## src/rtl/prienc_rr_arb_if.sv

```systemverilog
// Request/result bundle for prienc_rr_arb.
// The master side drives requests and ready; the slave side returns the registered result.
interface prienc_rr_arb_if #(
  parameter int unsigned N     = 8,
  parameter int unsigned IDX_W = $clog2(N)
);
  logic [N-1:0]     req;
  logic             mode;
  logic             out_ready;
  logic             valid;
  logic [IDX_W-1:0] idx;
  logic [N-1:0]     grant;
  logic             multi;

  modport master (
    output req, mode, out_ready,
    input  valid, idx, grant, multi
  );

  modport slave (
    input  req, mode, out_ready,
    output valid, idx, grant, multi
  );
endinterface

```

## src/rtl/prienc_rr_arb.sv

```systemverilog
// Priority encoder / round-robin arbiter with a one-entry registered result stage.
// mode=0 picks the highest set index; mode=1 searches downward from a rotating pointer.
module prienc_rr_arb #(
  parameter int unsigned N     = 8,
  parameter int unsigned IDX_W = $clog2(N)
) (
  input logic             clk,
  input logic             rst_n,
  prienc_rr_arb_if.slave  bus
);

  typedef enum logic {EMPTY = 1'b0, FULL = 1'b1} state_e;

  localparam logic [IDX_W-1:0] PTR_TOP = IDX_W'(N - 1);

  state_e           state_q, state_d;
  logic [IDX_W-1:0] idx_q, idx_d;
  logic [IDX_W-1:0] ptr_q, ptr_d;
  logic [N-1:0]     grant_q, grant_d;
  logic             multi_q, multi_d;

  logic             hs_c;
  logic             load_c;
  logic             any_c;
  logic             multi_c;
  logic [IDX_W-1:0] win_fix_c;
  logic [IDX_W-1:0] win_rr_c;
  logic             rr_found_c;
  logic [IDX_W-1:0] win_c;

  always_comb begin
    hs_c    = (state_q == FULL) && bus.out_ready;
    load_c  = (state_q == EMPTY) || hs_c;
    any_c   = |bus.req;
    multi_c = |(bus.req & (bus.req - N'(1)));
  end

  // Pointer advances past the winner being consumed, so the capture on the
  // same edge already sees the rotated priority.
  always_comb begin
    ptr_d = ptr_q;
    if (hs_c && bus.mode) begin
      ptr_d = (idx_q == '0) ? PTR_TOP : (idx_q - IDX_W'(1));
    end
  end

  always_comb begin
    win_fix_c = '0;
    for (int unsigned k = 0; k < N; k++) begin
      if (bus.req[IDX_W'(k)]) begin
        win_fix_c = IDX_W'(k);
      end
    end
  end

  // Search ptr, ptr-1, ..., 0, N-1, ..., ptr+1; modulo N keeps non-power-of-two N in range.
  always_comb begin
    int unsigned c;
    c          = 0;
    win_rr_c   = '0;
    rr_found_c = 1'b0;
    for (int unsigned k = 0; k < N; k++) begin
      c = (32'(ptr_d) + N - k) % N;
      if (!rr_found_c && bus.req[IDX_W'(c)]) begin
        win_rr_c   = IDX_W'(c);
        rr_found_c = 1'b1;
      end
    end
  end

  always_comb begin
    win_c = bus.mode ? win_rr_c : win_fix_c;
  end

  always_comb begin
    state_d = state_q;
    idx_d   = idx_q;
    grant_d = grant_q;
    multi_d = multi_q;
    if (load_c) begin
      if (any_c) begin
        state_d = FULL;
        idx_d   = win_c;
        grant_d = N'(1) << win_c;
        multi_d = multi_c;
      end else begin
        state_d = EMPTY;
        idx_d   = '0;
        grant_d = '0;
        multi_d = 1'b0;
      end
    end
  end

  always_ff @(posedge clk or negedge rst_n) begin
    if (!rst_n) begin
      state_q <= EMPTY;
      idx_q   <= '0;
      grant_q <= '0;
      multi_q <= 1'b0;
      ptr_q   <= PTR_TOP;
    end else begin
      state_q <= state_d;
      idx_q   <= idx_d;
      grant_q <= grant_d;
      multi_q <= multi_d;
      ptr_q   <= ptr_d;
    end
  end

  assign bus.valid = (state_q == FULL);
  assign bus.idx   = idx_q;
  assign bus.grant = grant_q;
  assign bus.multi = multi_q;

endmodule

```

## src/flat_wrapper.sv

```systemverilog
// flat-port wrapper written by rule: the top's interface ports become plain ports
module prienc_rr_arb_flat 
#(
  parameter int unsigned N     = 8,
  parameter int unsigned IDX_W = $clog2(N)
)
  (clk, rst_n, bus_req, bus_mode, bus_out_ready, bus_valid, bus_idx, bus_grant, bus_multi);
  prienc_rr_arb_if #(.N(N), .IDX_W(IDX_W)) bus_i ();
  input logic clk;
  input logic rst_n;
  input wire logic [$bits(bus_i.req)-1:0] bus_req;
  input wire logic [$bits(bus_i.mode)-1:0] bus_mode;
  input wire logic [$bits(bus_i.out_ready)-1:0] bus_out_ready;
  output wire logic [$bits(bus_i.valid)-1:0] bus_valid;
  output wire logic [$bits(bus_i.idx)-1:0] bus_idx;
  output wire logic [$bits(bus_i.grant)-1:0] bus_grant;
  output wire logic [$bits(bus_i.multi)-1:0] bus_multi;
  assign bus_i.req = bus_req;
  assign bus_i.mode = bus_mode;
  assign bus_i.out_ready = bus_out_ready;
  assign bus_valid = bus_i.valid;
  assign bus_idx = bus_i.idx;
  assign bus_grant = bus_i.grant;
  assign bus_multi = bus_i.multi;
  prienc_rr_arb #(.N(N), .IDX_W(IDX_W)) u_core (.clk(clk), .rst_n(rst_n), .bus(bus_i));
endmodule
```

## config.mk

```make
export PLATFORM = sky130hd
export DESIGN_NAME = prienc_rr_arb_flat
export DESIGN_NICKNAME = d
export VERILOG_FILES = /design/src/rtl/prienc_rr_arb_if.sv /design/src/rtl/prienc_rr_arb.sv /design/src/flat_wrapper.sv
export SDC_FILE = /design/constraint.sdc
export NUM_CORES = 1
export LEC_CHECK = 0
export ABC_CLOCK_PERIOD_IN_PS = 8200
export CAP_MARGIN = 20
export CORE_MARGIN = 3
export CORE_UTILIZATION = 60
export DETAILED_ROUTE_END_ITERATION = 8
export PLACE_DENSITY = 0.83
export SETUP_SLACK_MARGIN = 0.4
export SLEW_MARGIN = 20
export SYNTH_ARGS = -nofsm -noshare
export SYNTH_HDL_FRONTEND = slang
export SYNTH_SLANG_ARGS = --single-unit
```

## constraint.sdc

```tcl
create_clock -name clk -period 8.2 [get_ports clk]
set_input_delay 2.05 -clock clk [delete_from_list [all_inputs] [get_ports clk]]
set_output_delay 2.05 -clock clk [all_outputs]
set_load 0.01 [all_outputs]
```

# Yosys cells after proc, flatten, opt, wreduce, memory -nomap -nowiden
# Cells that the tools add are included.
[op_classes]
add_sub_neg = 10
order_cmp = 8
n_shift = 1
muxes = 45
bitwise = 2
n_reduce_logical = 20
[ops]
columns = ["cell", "count"]
rows = [
  ["two-way mux 3 bit", 16],
  ["< comparator 3 x 4 -> 1 bit (second input constant)", 8],
  ["binary-select mux 1 bit (select 3 bit)", 8],
  ["two-way mux 1 bit", 18],
  ["OR reduction 8 bit", 2],
  ["subtractor 3 bit (second input constant)", 4],
  ["logical AND 1 bit", 9],
  ["bitwise AND 8 bit", 1],
  ["two-way mux 8 bit", 1],
  ["<< shifter 1 x 3 -> 8 bit (first input constant)", 1],
  ["subtractor 8 x 1 -> 8 bit (second input constant)", 1],
  ["logical NOT 1 bit", 7],
  ["subtractor 3 x 1 -> 3 bit (second input constant)", 2],
  ["subtractor 3 x 2 -> 3 bit (second input constant)", 2],
  ["two-way mux 2 bit", 2],
  ["adder 3 x 1 -> 3 bit (second input constant)", 1],
  ["logical NOT 3 bit", 1],
  ["logical OR 1 bit", 1],
  ["NOT 1 bit", 1],
]
[word_totals]
ff_bits = 16
in_bits = 12
word_cells = 91

# Logic depth before layout (Yosys ltp)
# Gate-level depths: netlist of run 1.
[logic_depth]
depth_word = 31
mapped_depth = 17
ltp_nobuf = 15

# Least setup slack after synthesis of run 1
# OpenSTA, ideal clock, no wires.
[synth_path]
path_kind = "input port to flip-flop"
startpoint = "in bus_mode"
endpoint = "reg u_core.grant_q[0] (netlist: u_core.bus.grant[0])"
t_arrival_ps = 4914
slack_ps = 3164
stages = 14
cell_sequence = "buf_2 -> a31oi_2 -> a21o_4 -> buf_2 -> inv_1 -> ha_1 -> mux4_2 -> mux2_4 -> a21oi_4 -> nand4b_4 -> a32oi_1 -> o221ai_2 -> and2_1 -> a32o_1"
[synth_via]
elab_chain_cells = 30
word_cells_on_any_way = 58
[synth_rtl]
columns = ["item", "line", "rtl"]
rows = [
  ["start, declared", "flat_wrapper.sv:12", "input wire logic [$bits(bus_i.mode)-1:0] bus_mode;"],
  ["logical AND 1 bit *", "prienc_rr_arb.sv:42", "if (hs_c && bus.mode) begin"],
  ["two-way mux 3 bit *", "prienc_rr_arb.sv:42", ""],
  ["via u_core.ptr_d[0]", "prienc_rr_arb.sv:18", "logic [IDX_W-1:0] ptr_q, ptr_d;"],
  ["adder 3 x 1 -> 3 bit *", "prienc_rr_arb.sv:63", "c = (32'(ptr_d) + N - k) % N;"],
  ["parallel branches: the longest is 23 deep, another holds subtractor 3 x 1 -> 3 bit", "-", ""],
  ["two-way mux 3 bit *", "prienc_rr_arb.sv:64", "if (!rr_found_c && bus.req[IDX_W'(c)]) begin"],
  ["two-way mux 3 bit *", "prienc_rr_arb.sv:72", "win_c = bus.mode ? win_rr_c : win_fix_c;"],
  ["<< shifter 1 x 3 -> 8 bit *", "prienc_rr_arb.sv:84", "grant_d = N'(1) << win_c;"],
  ["two-way mux 8 bit *", "prienc_rr_arb.sv:81", "if (any_c) begin"],
  ["end signal, assigned", "prienc_rr_arb.sv:105", "grant_q <= grant_d;"],
  ["end, declared", "prienc_rr_arb.sv:19", "logic [N-1:0] grant_q, grant_d;"],
]
# Mark *: on every way through the listed nets, which the timed path passes. The select of a mux whose other input is x is not followed.
# A chain may end at the register's enable or synchronous reset.

# Final worst setup path of run 1
[layout_path]
startpoint = "in bus_mode"
endpoint = "reg u_core.grant_q[2] (netlist: u_core.bus.grant[2])"
[layout_via]
elab_chain_cells = 30
word_cells_on_any_way = 58
[layout_rtl]
columns = ["item", "line"]
rows = [
  ["parallel branches: the longest is 27 deep, another holds adder 3 x 1 -> 3 bit", "-"],
  ["two-way mux 3 bit *", "prienc_rr_arb.sv:72"],
  ["<< shifter 1 x 3 -> 8 bit *", "prienc_rr_arb.sv:84"],
  ["two-way mux 8 bit *", "prienc_rr_arb.sv:81"],
]
# Mark *: on every way between the ends. The select of a mux whose other input is x is not followed.

==> flow_summary.json, run 1 <==
{
  "dieArea_um2": 3907,
  "leakagePower_nw": 0.8937,
  "slew_headroom_pct": 38.81,
  "drt_iter0_drc": 291,
  "ctsHtreeMaxLevel": 1,
  "r2r_start": "u_core.bus.idx[0]",
  "gp_congestion": 0.9926,
  "worstSetupStartpoint": "bus_mode",
  "vias": 2114,
  "avgRoutedWirePerCell_um": 18.43,
  "cts_setup_buffers": 0,
  "peakVddDrop_uv": 329.3,
  "hold_path_startpoint": "u_core.bus.grant[6]",
  "cts_tree": "yes",
  "power.density_nw_per_um2": 456.5,
  "cts_sinks": 16,
  "grt_start_max_net_pins": 20,
  "cts_root_buf": "clkbuf_4",
  "whs_ps": 491.7,
  "first_pass_iters": 6,
  "crit_required_ps": 8380,
  "post_cts_resized": 0,
  "multiInputGateArea_um2": 1371,
  "viasPerCell": 7.070,
  "grt_pass1_wl_mm": 9.170,
  "finClkSkew_ps": 0.9704,
  "die_y_um": 62.51,
  "initial_utilization_pct": 66.05,
  "syn_to_final_growth_pct": 13.19,
  "drive_above_1_share_pct": 10.51,
  "gr-usage-all-layers_pct": 28.86,
  "cts.clk_slew.worst_paths_ps": 90,
  "clk_path_buf_depth": 2,
  "io-pin-count": 25,
  "ys_seq_area_share_pct": 21.10,
  "critPathLaunchType": "input port",
  "syn_area_um2": 1916,
  "ant_nets": 0,
  "stdcell_area_um2": 2168,
  "cts_buffers": 3,
  "ys_seq_elements": 16,
  "path_class": "in2reg",
  "fillers": 233,
  "async_flop_share_pct": 100.0,
  "place_area_um2": 2132,
  "setup_violations": 0,
  "place.port_buffers": 24,
  "tns_ps": 0,
  "min_period_ps": 6023,
  "rsz0062_at_grt": "false",
  "cap_violations": 0,
  "hp-class": "reg2reg",
  "num_rows": 19,
  "cp-end-kind": "flip-flop",
  "drc": 0,
  "hold_violations": 0,
  "period_share_pct": 73.46,
  "postCtsHoldBufs": 0,
  "clock_latency_ps": 290,
  "synthDistinctLibCells": 67,
  "syn_inst": 243,
  "seq_area_um2": 404.1,
  "critical_path_peak_fanout": 16,
  "diodes": 0,
  "slew_viol_final": 0,
  "status": "completed",
  "wl_mm": 5.510,
  "yosysWarnings": 0,
  "core_area_um2": 2900,
  "worst_pin_slew_ps": 916.0,
  "grt_pass1_vias": 1928,
  "fin_nets": 273,
  "layout_common_cells": "nand2_1, clkdlybuf4s50_1, a21oi_1",
  "syn_nets": 258,
  "overflow": 0,
  "antenna_found_initial": 0,
  "die_w_um": 62.51,
  "cp.arrival_ps": 6210,
  "ys.flop_type": "dfrtp_1",
  "dp_hpwl_mm": 4.241,
  "syn_area_per_cell_um2": 7.883,
  "synth_edf_count": 0,
  "fmax_mhz": 166.0
}
-- area by class of cell --
class	count	share of cell area, %
Sequential cell	16	18.64
Multi-Input combinational cell	196	63.24
Tap cell	42	2.424
Inverter	17	2.943
Clock buffer	4	1.673
Timing Repair Buffer	24	11.08
-- path summary, 6_finish.rpt --
path | cells past startpoint | end | slack (ps)
max in group asynchronous | 1 | u_core.bus.valid | 5590
min in group asynchronous | 1 | u_core.bus.grant[4] | 2170
max reg2reg | 15 | u_core.bus.grant[2] | 3860
min | 2 | u_core.bus.grant[6] | 490
max | 13 | u_core.bus.grant[2] | 2180
min reg2reg | 2 | u_core.bus.grant[6] | 490
-- per-layer routing --
layer | GRT usage, % | wire (um) | vias to the layer above
li1 | - | - | 968
met1 | 38.98 | 2326 | 963
met2 | 44.07 | 2389 | 159
met3 | 8.273 | 635 | 24
met4 | 9.642 | 159 | 0
met5 | 0 | 0 | -
-- cell usage after synthesis, types with 2 or more instances --
library cell,count,share of area (%)
inv_2,2,0.39
or2_2,2,0.65
nand2b_1,6,2.0
nor2b_1,3,0.98
nand3b_1,2,0.78
a31oi_1,5,1.6
o21a_1,2,0.78
a21oi_1,16,4.2
o21ai_0,8,2.1
inv_1,15,2.9
nor3b_1,2,0.78
a32oi_1,2,0.91
o31ai_2,2,1.3
dfrtp_1,13,17
nor2_1,15,2.9
o31ai_1,5,2.0
nand3_1,5,1.3
buf_6,2,1.2
clkbuf_1,6,1.2
buf_2,4,1.0
ha_1,3,2.0
nor3_1,10,2.6
o2111ai_1,2,0.91
a211oi_1,15,5.9
nand4_1,2,0.65
o2bb2ai_1,2,0.91
a22oi_1,4,1.6
mux2i_1,4,2.1
nor4_1,3,0.98
and3_1,5,1.6
mux4_2,2,2.4
xnor2_1,2,0.91
a21o_1,7,2.7
o22ai_1,4,1.3
dfstp_2,3,4.1
a32o_1,4,2.1
nand2_1,24,4.7
-- worst max-delay path: stages --
cell and delay (ps):
clkdlybuf4s50_1 730, and3_1 550, a21o_1 510, inv_1 90, ha_1 200, xnor2_1 490
mux2i_1 360, nand3_1 140, a21o_1 250, a32oi_1 230, o221ai_2 140, and2_1 200
a32o_1 260
-- report_power, final --
| part | total, mW | switching [mW] | internal (mW) | leakage [nW] |
|---|---|---|---|---|
| sequential | 0.139 | 0.0245 | 0.114 | 0.195 |
| clock | 0.0520 | 0.0250 | 0.0270 | 0.0210 |
| combinational | 0.799 | 0.490 | 0.309 | 0.678 |
-- stage by stage --
step                      instances  setup slack, ps  power [mW]  util [%]
final                           299             2177      0.9898     74.76
after global routing            299             1897       1.063     74.76
after CTS                       299             2288      0.9685     74.76
after detailed placement        295             1998      0.9120     73.51
after global placement          295             2013      0.9097     73.51
after floorplan                 243             3164      0.7274         -
-- sequential cells by signal, summed over array words and instances (netlist names) --
name and count:
u_core.bus.grant 8, u_core.bus.valid 1, u_core.bus.idx 3, u_core.bus.multi 1
u_core.ptr_q 3
-- kinds of logic after synthesis --
group	Yosys count	share of synthesized area, %
AO/OA/AOI/OAI	98	39.58
XOR/XNOR	2	0.9146
adder cells (fa/ha/maj)	4	2.482
buffers and inverters	31	7.315
flip-flops	16	21.10
multiplexers	8	5.813
AND/OR/NAND/NOR	84	22.80
Power figures use the tool's default switching activity.
==> inputs of run 2 (changes only) <==
--- a/config.mk
+++ b/config.mk
@@ -5,12 +5,12 @@
 export SDC_FILE = /design/constraint.sdc
 export NUM_CORES = 1
 export LEC_CHECK = 0
-export ABC_CLOCK_PERIOD_IN_PS = 8200
+export ABC_CLOCK_PERIOD_IN_PS = 5850
 export CAP_MARGIN = 20
 export CORE_MARGIN = 3
-export CORE_UTILIZATION = 60
+export CORE_UTILIZATION = 56
 export DETAILED_ROUTE_END_ITERATION = 8
-export PLACE_DENSITY = 0.83
+export PLACE_DENSITY = 0.78
 export SETUP_SLACK_MARGIN = 0.4
 export SLEW_MARGIN = 20
 export SYNTH_ARGS = -nofsm -noshare
==> constraint.sdc (replaced) <==
create_clock -name clk -period 5.85 [get_ports clk]
set_input_delay 1.4625 -clock clk [delete_from_list [all_inputs] [get_ports clk]]
set_output_delay 1.4625 -clock clk [all_outputs]
set_load 0.01 [all_outputs]
==> run 2 against run 1 <==
Net effect: power is 41% higher; clock skew increased by 9.3 ps; global-route usage fell by 0.73 points; core utilization fell by 4.7 points; sequential share of layout area decreased by 0.34 points; first-iteration DRC count grew 6.9%; hold slack got worse by 7.3 ps; flip-flop and latch count unchanged; final cell count increased by 2.3%; combinational power is 40% higher; largest cell class unchanged; largest power group unchanged; highest routed layer unchanged.
==> flow_summary.json, run 2 (same netlist as run 1, synthesis figures left out) <==
{
  "status": "completed",
  "initial_utilization_pct": 60.75,
  "timing.final.ws_setup_ps": 883.2,
  "hold_violations": 0,
  "peakVddDrop_uv": 414.6,
  "cts_tree": "yes",
  "critical_path_peak_fanout": 15,
  "grt_pass1_wl_mm": 9.342,
  "p_clk_share_pct": 5.2,
  "setup_violations": 0,
  "cp-end-kind": "flip-flop",
  "slew_viol_final": 0,
  "cts_buffers": 3,
  "top_layer": "met4",
  "place_ws_ps": 652.6,
  "wl_met2_mm": 2.455,
  "cts_setup_buffers": 0,
  "die_y_um": 64.49,
  "antenna_found_initial": 0,
  "first_pass_iters": 5,
  "slew_headroom_pct": 38.35,
  "leakagePower_nw": 0.9182,
  "fin_nets": 278,
  "min_period_ps": 4967,
  "grt_pass1_vias": 1896,
  "cp.arrival_ps": 5140,
  "worst_pin_slew_ps": 922.9,
  "intPower_mw": 0.6464,
  "drive_above_1_share_pct": 12.21,
  "num_rows": 20,
  "syn_to_final_growth_pct": 15.28,
  "die_w_um": 64.49,
  "hp-class": "reg2reg",
  "critPathLaunchType": "input port",
  "clock_latency_ps": 290,
  "ctsHtreeMaxLevel": 1,
  "dp_hpwl_mm": 4.344,
  "grt_start_max_net_pins": 17,
  "gr-usage-all-layers_pct": 28.14,
  "wl_mm": 5.493,
  "hold_depth": 2,
  "drt-met1-wl_mm": 2.509,
  "clk_path_buf_depth": 2,
  "cts_root_buf": "clkbuf_4",
  "viasPerCell": 6.814,
  "rsz0062_at_grt": "false",
  "diodes": 0,
  "p_seq_share_pct": 14.1,
  "tns_ps": 0,
  "whs_ps": 484.4,
  "gp_congestion": 0.9860,
  "place.port_buffers": 24,
  "swShare_pct": 53.58,
  "p_switching_mw": 0.7461,
  "dieArea_um2": 4158,
  "ant_nets": 0,
  "finClkSkew_ps": 10.25,
  "placedCellCount": 302,
  "cts_sinks": 16,
  "period_share_pct": 84.90,
  "wl_met3_um": 472,
  "r2r_cells": 15,
  "fmax_mhz": 201.3,
  "avgRoutedWirePerCell_um": 17.95,
  "io-pin-count": 25,
  "power.density_nw_per_um2": 630.5,
  "layout_common_cells": "nand2_1, clkdlybuf4s50_1, a21oi_1",
  "fin_cells": 306,
  "vias": 2085,
  "reg2reg_setup_slack_ps": 1670,
  "post_cts_resized": 0,
  "core_area_um2": 3153,
  "crit_required_ps": 6030,
  "cts.clk_slew.worst_paths_ps": 90,
  "power_frac_comb_pct": 80.7,
  "drc": 0,
  "cap_violations": 0,
  "drt_iter0_drc": 311,
  "path_class": "in2reg",
  "largest_reg_flops": 8,
  "overflow": 0,
  "postCtsHoldBufs": 0
}
## run 2: per-stage QoR
step,power [mW],cell area [um2],utilization [%]
after floorplan,1.020,1916,-
after global placement,1.284,2172,68.89
after detailed placement,1.288,2172,68.89
after CTS,1.367,2208,70.04
after global routing,1.499,2208,70.04
final,1.392,2208,70.04
## run 2: worst max-delay path, cell delays in order
cell and delay, ps:
clkdlybuf4s50_1 720, and3_1 370, a21o_4 260, inv_1 110, ha_1 220, xnor2_1 430
mux2i_1 330, nand3_1 120, a21o_1 230, a32oi_1 250, o221ai_2 170, and2_1 210
a32o_1 250
## run 2: metal layers
metal / vias up / GRT usage, %
li1: 979 / -
met1: 973 / 42.08
met2: 125 / 42.14
met3: 8 / 4.333
met4: 0 / 7.124
met5: - / 0
## run 2: path summary, 6_finish.rpt
check | from | end
hold reg to reg | u_core.bus.grant[6] | u_core.bus.grant[6]
setup reg to reg | u_core.bus.idx[0] | u_core.bus.grant[2]
setup / recovery | bus_mode | u_core.bus.grant[2]
max in group asynchronous | rst_n | u_core.bus.grant[6]
hold / removal | u_core.bus.grant[6] | u_core.bus.grant[6]
min in group asynchronous | rst_n | u_core.bus.idx[1]
## run 2: power by group through the flow
stage               Sequential [mW]  Clock [mW]  Combinational, mW
finish                        0.196      0.0729               1.12
global route                  0.201      0.0807               1.22
CTS                           0.195      0.0755               1.10
detailed placement            0.198           0               1.09
global placement              0.196           0               1.09
floorplan                     0.205           0              0.815
## run 2: cell type report
type / count / area [um2]
multi-input combinational: 196 / 1371
tap: 44 / 55.05
clock buffer: 4 / 36.28
inverter: 17 / 63.81
timing repair buffer: 29 / 277.8
sequential: 16 / 404.1
fill: 274 / 944.7
==> inputs of run 3 (changes only) <==
--- a/config.mk
+++ b/config.mk
@@ -5,12 +5,12 @@
 export SDC_FILE = /design/constraint.sdc
 export NUM_CORES = 1
 export LEC_CHECK = 0
-export ABC_CLOCK_PERIOD_IN_PS = 5850
+export ABC_CLOCK_PERIOD_IN_PS = 4300
 export CAP_MARGIN = 20
 export CORE_MARGIN = 3
-export CORE_UTILIZATION = 56
+export CORE_UTILIZATION = 51
 export DETAILED_ROUTE_END_ITERATION = 8
-export PLACE_DENSITY = 0.78
+export PLACE_DENSITY = 0.75
 export SETUP_SLACK_MARGIN = 0.4
 export SLEW_MARGIN = 20
 export SYNTH_ARGS = -nofsm -noshare
==> constraint.sdc (replaced) <==
create_clock -name clk -period 4.3 [get_ports clk]
set_input_delay 1.075 -clock clk [delete_from_list [all_inputs] [get_ports clk]]
set_output_delay 1.075 -clock clk [all_outputs]
set_load 0.01 [all_outputs]
==> run 3 against run 2 <==
Net effect: clock skew shrank 7.5 ps; core utilization grew 11 points; flip-flop and latch count is the same; clock power grew 85%; sequential share of layout area shrank 3.9 points.
==> flow_summary.json, run 3 (same netlist as run 1, synthesis figures left out) <==
{
  "status": "completed",
  "grt_pass1_wl_mm": 11.03,
  "multiInputGateArea_um2": 1528,
  "largest_reg_flops": 8,
  "place_ws_ps": -118.3,
  "r2r_start": "u_core.bus.idx[0]",
  "critPathLaunchType": "input port",
  "die_y_um": 67.29,
  "timing.final.ws_setup_ps": 445.6,
  "dieArea_um2": 4527,
  "postCtsHoldBufs": 0,
  "reg2reg_setup_slack_ps": 500,
  "num_rows": 21,
  "cts_tree": "yes",
  "p_clk_share_pct": 5.2,
  "cap_violations": 0,
  "tns_ps": 0,
  "gp_congestion": 0.9533,
  "swShare_pct": 49.92,
  "critical_path_peak_fanout": 7,
  "diodes": 0,
  "drive_above_1_share_pct": 36.05,
  "stdcell_area_um2": 2806,
  "r2r_cells": 16,
  "grt_start_max_net_pins": 17,
  "hp-class": "reg2reg",
  "fmax_mhz": 259.4,
  "cp-end-kind": "flip-flop",
  "reg2reg_to": "u_core.bus.grant[4]",
  "placedCellCount": 343,
  "gr-usage-all-layers_pct": 32.46,
  "overflow": 0,
  "cts_sinks": 16,
  "setup_violations": 0,
  "seq_area_um2": 404.1,
  "cts_buffers": 3,
  "antenna_found_initial": 0,
  "hold_path_startpoint": "u_core.bus.grant[4]",
  "drt_iter0_drc": 285,
  "fin_nets": 335,
  "viasPerCell": 6.655,
  "worstPathCellList": "clkbuf_2 > buf_6 > a31oi_4 > a21o_4 > inv_4 > ha_4 > mux4_2 > mux2_4 > a21oi_4 > nand4b_4 > buf_4 > nor2_1 > a211oi_2 > o21a_1 > o31ai_1",
  "fin_cells": 365,
  "power_frac_comb_pct": 84.4,
  "io-pin-count": 25,
  "grt_pass1_vias": 2209,
  "slew_viol_final": 0,
  "hold_violations": 0,
  "place.port_buffers": 24,
  "layout_commonest_cell": "buf_4",
  "min_period_ps": 3854,
  "crit_slowest_cell": "mux4_2",
  "core_area_um2": 3468,
  "die_w_um": 67.29,
  "fin_util_pct": 80.92,
  "cts.clk_slew.worst_paths_ps": 60,
  "intPower_mw": 1.308,
  "syn_to_final_growth_pct": 46.51,
  "clk_path_buf_depth": 2,
  "finClkSkew_ps": 2.757,
  "hold_depth": 2,
  "dp_hpwl_mm": 5.067,
  "ctsHtreeMaxLevel": 1,
  "drc": 0,
  "cp.arrival_ps": 4010,
  "p_switching_mw": 1.304,
  "max_stage_delay_ps": 350,
  "vias": 2429,
  "clock_latency_ps": 260,
  "wl_mm": 7.332,
  "rsz0062_at_grt": "true",
  "whs_endpoint": "u_core.bus.grant[4]",
  "peakVddDrop_uv": 846.4,
  "path_class": "in2reg",
  "avgRoutedWirePerCell_um": 20.09,
  "leakagePower_nw": 1.236,
  "slew_headroom_pct": 51.34,
  "p_seq_share_pct": 10.5,
  "worst_pin_slew_ps": 727.6,
  "fillers": 245,
  "place_area_um2": 2489,
  "crit_required_ps": 4460,
  "first_pass_iters": 7,
  "ant_nets": 0,
  "period_share_pct": 89.64,
  "initial_utilization_pct": 55.23,
  "power.density_nw_per_um2": 930.9,
  "layout_common_cells": "buf_4, nand2_1, clkdlybuf4s50_1, nor2_1, inv_1",
  "cts_root_buf": "clkbuf_8"
}
run 3: layer usage:
layer | vias up | part of all wire, % | track usage, %
li1 | 1099 | - | -
met1 | 1161 | 42 | 44.59
met2 | 155 | 47 | 51.78
met3 | 14 | 9.4 | 5.990
met4 | 0 | 1.5 | 9.367
met5 | - | 0 | 0
run 3: worst max path at each step:
stage,endpoint,from,cells past startpoint,slack [ps]
after CTS,u_core.bus.grant[0],bus_out_ready,14,470
after global placement,u_core.bus.grant[0],bus_mode,14,-20
after floorplan,u_core.bus.grant[0],bus_mode,14,400
after detailed placement,u_core.bus.grant[0],bus_mode,14,-120
final,u_core.bus.grant[4],bus_mode,15,450
after global routing,u_core.bus.grant[4],u_core.bus.idx[0],16,360
run 3: final cells by class:
class                   count  share of cell area [%]
clock buffers               4                   1.962
inverters                  17                   2.363
multi-input cells         197                   54.44
flip-flops and latches     16                   14.40
well taps                  46                   2.051
repair buffers             85                   24.79
run 3: what timing repair did:
item                       in CTS  in global routing
buffers inserted                9                  8
cloned                          1                  0
hold endpoints to repair        0                  0
setup endpoints to repair      11                  9
gates resized for setup        19                 19
pin swaps                       7                  7
run 3: critical path: cells and delay by family:
kind | cells | cell delay, ps
adder cells (fa/ha/maj) | 1 | 270
AO/OA/AOI/OAI | 6 | 1230
AND/OR/NAND/NOR | 2 | 310
multiplexers | 2 | 660
buffers and inverters | 4 | 450
run 3: through the flow:
step	power, mW	hold slack (ps)
6_report	2.613	482.9
5_1_grt	2.758	517.3
4_1_cts	2.388	485.7
3_5_place_dp	2.059	474.1
3_3_place_gp	2.036	464.9
2_1_floorplan	1.407	516.8
run 3: power by group through the flow:
stage	registers [mW]	clock network (mW)	logic, mW
6_report	0.273	0.135	2.20
5_1_grt	0.279	0.142	2.34
2_1_floorplan	0.280	0	1.13
3_5_place_dp	0.271	0	1.79
3_3_place_gp	0.268	0	1.77
4_1_cts	0.270	0.135	1.98
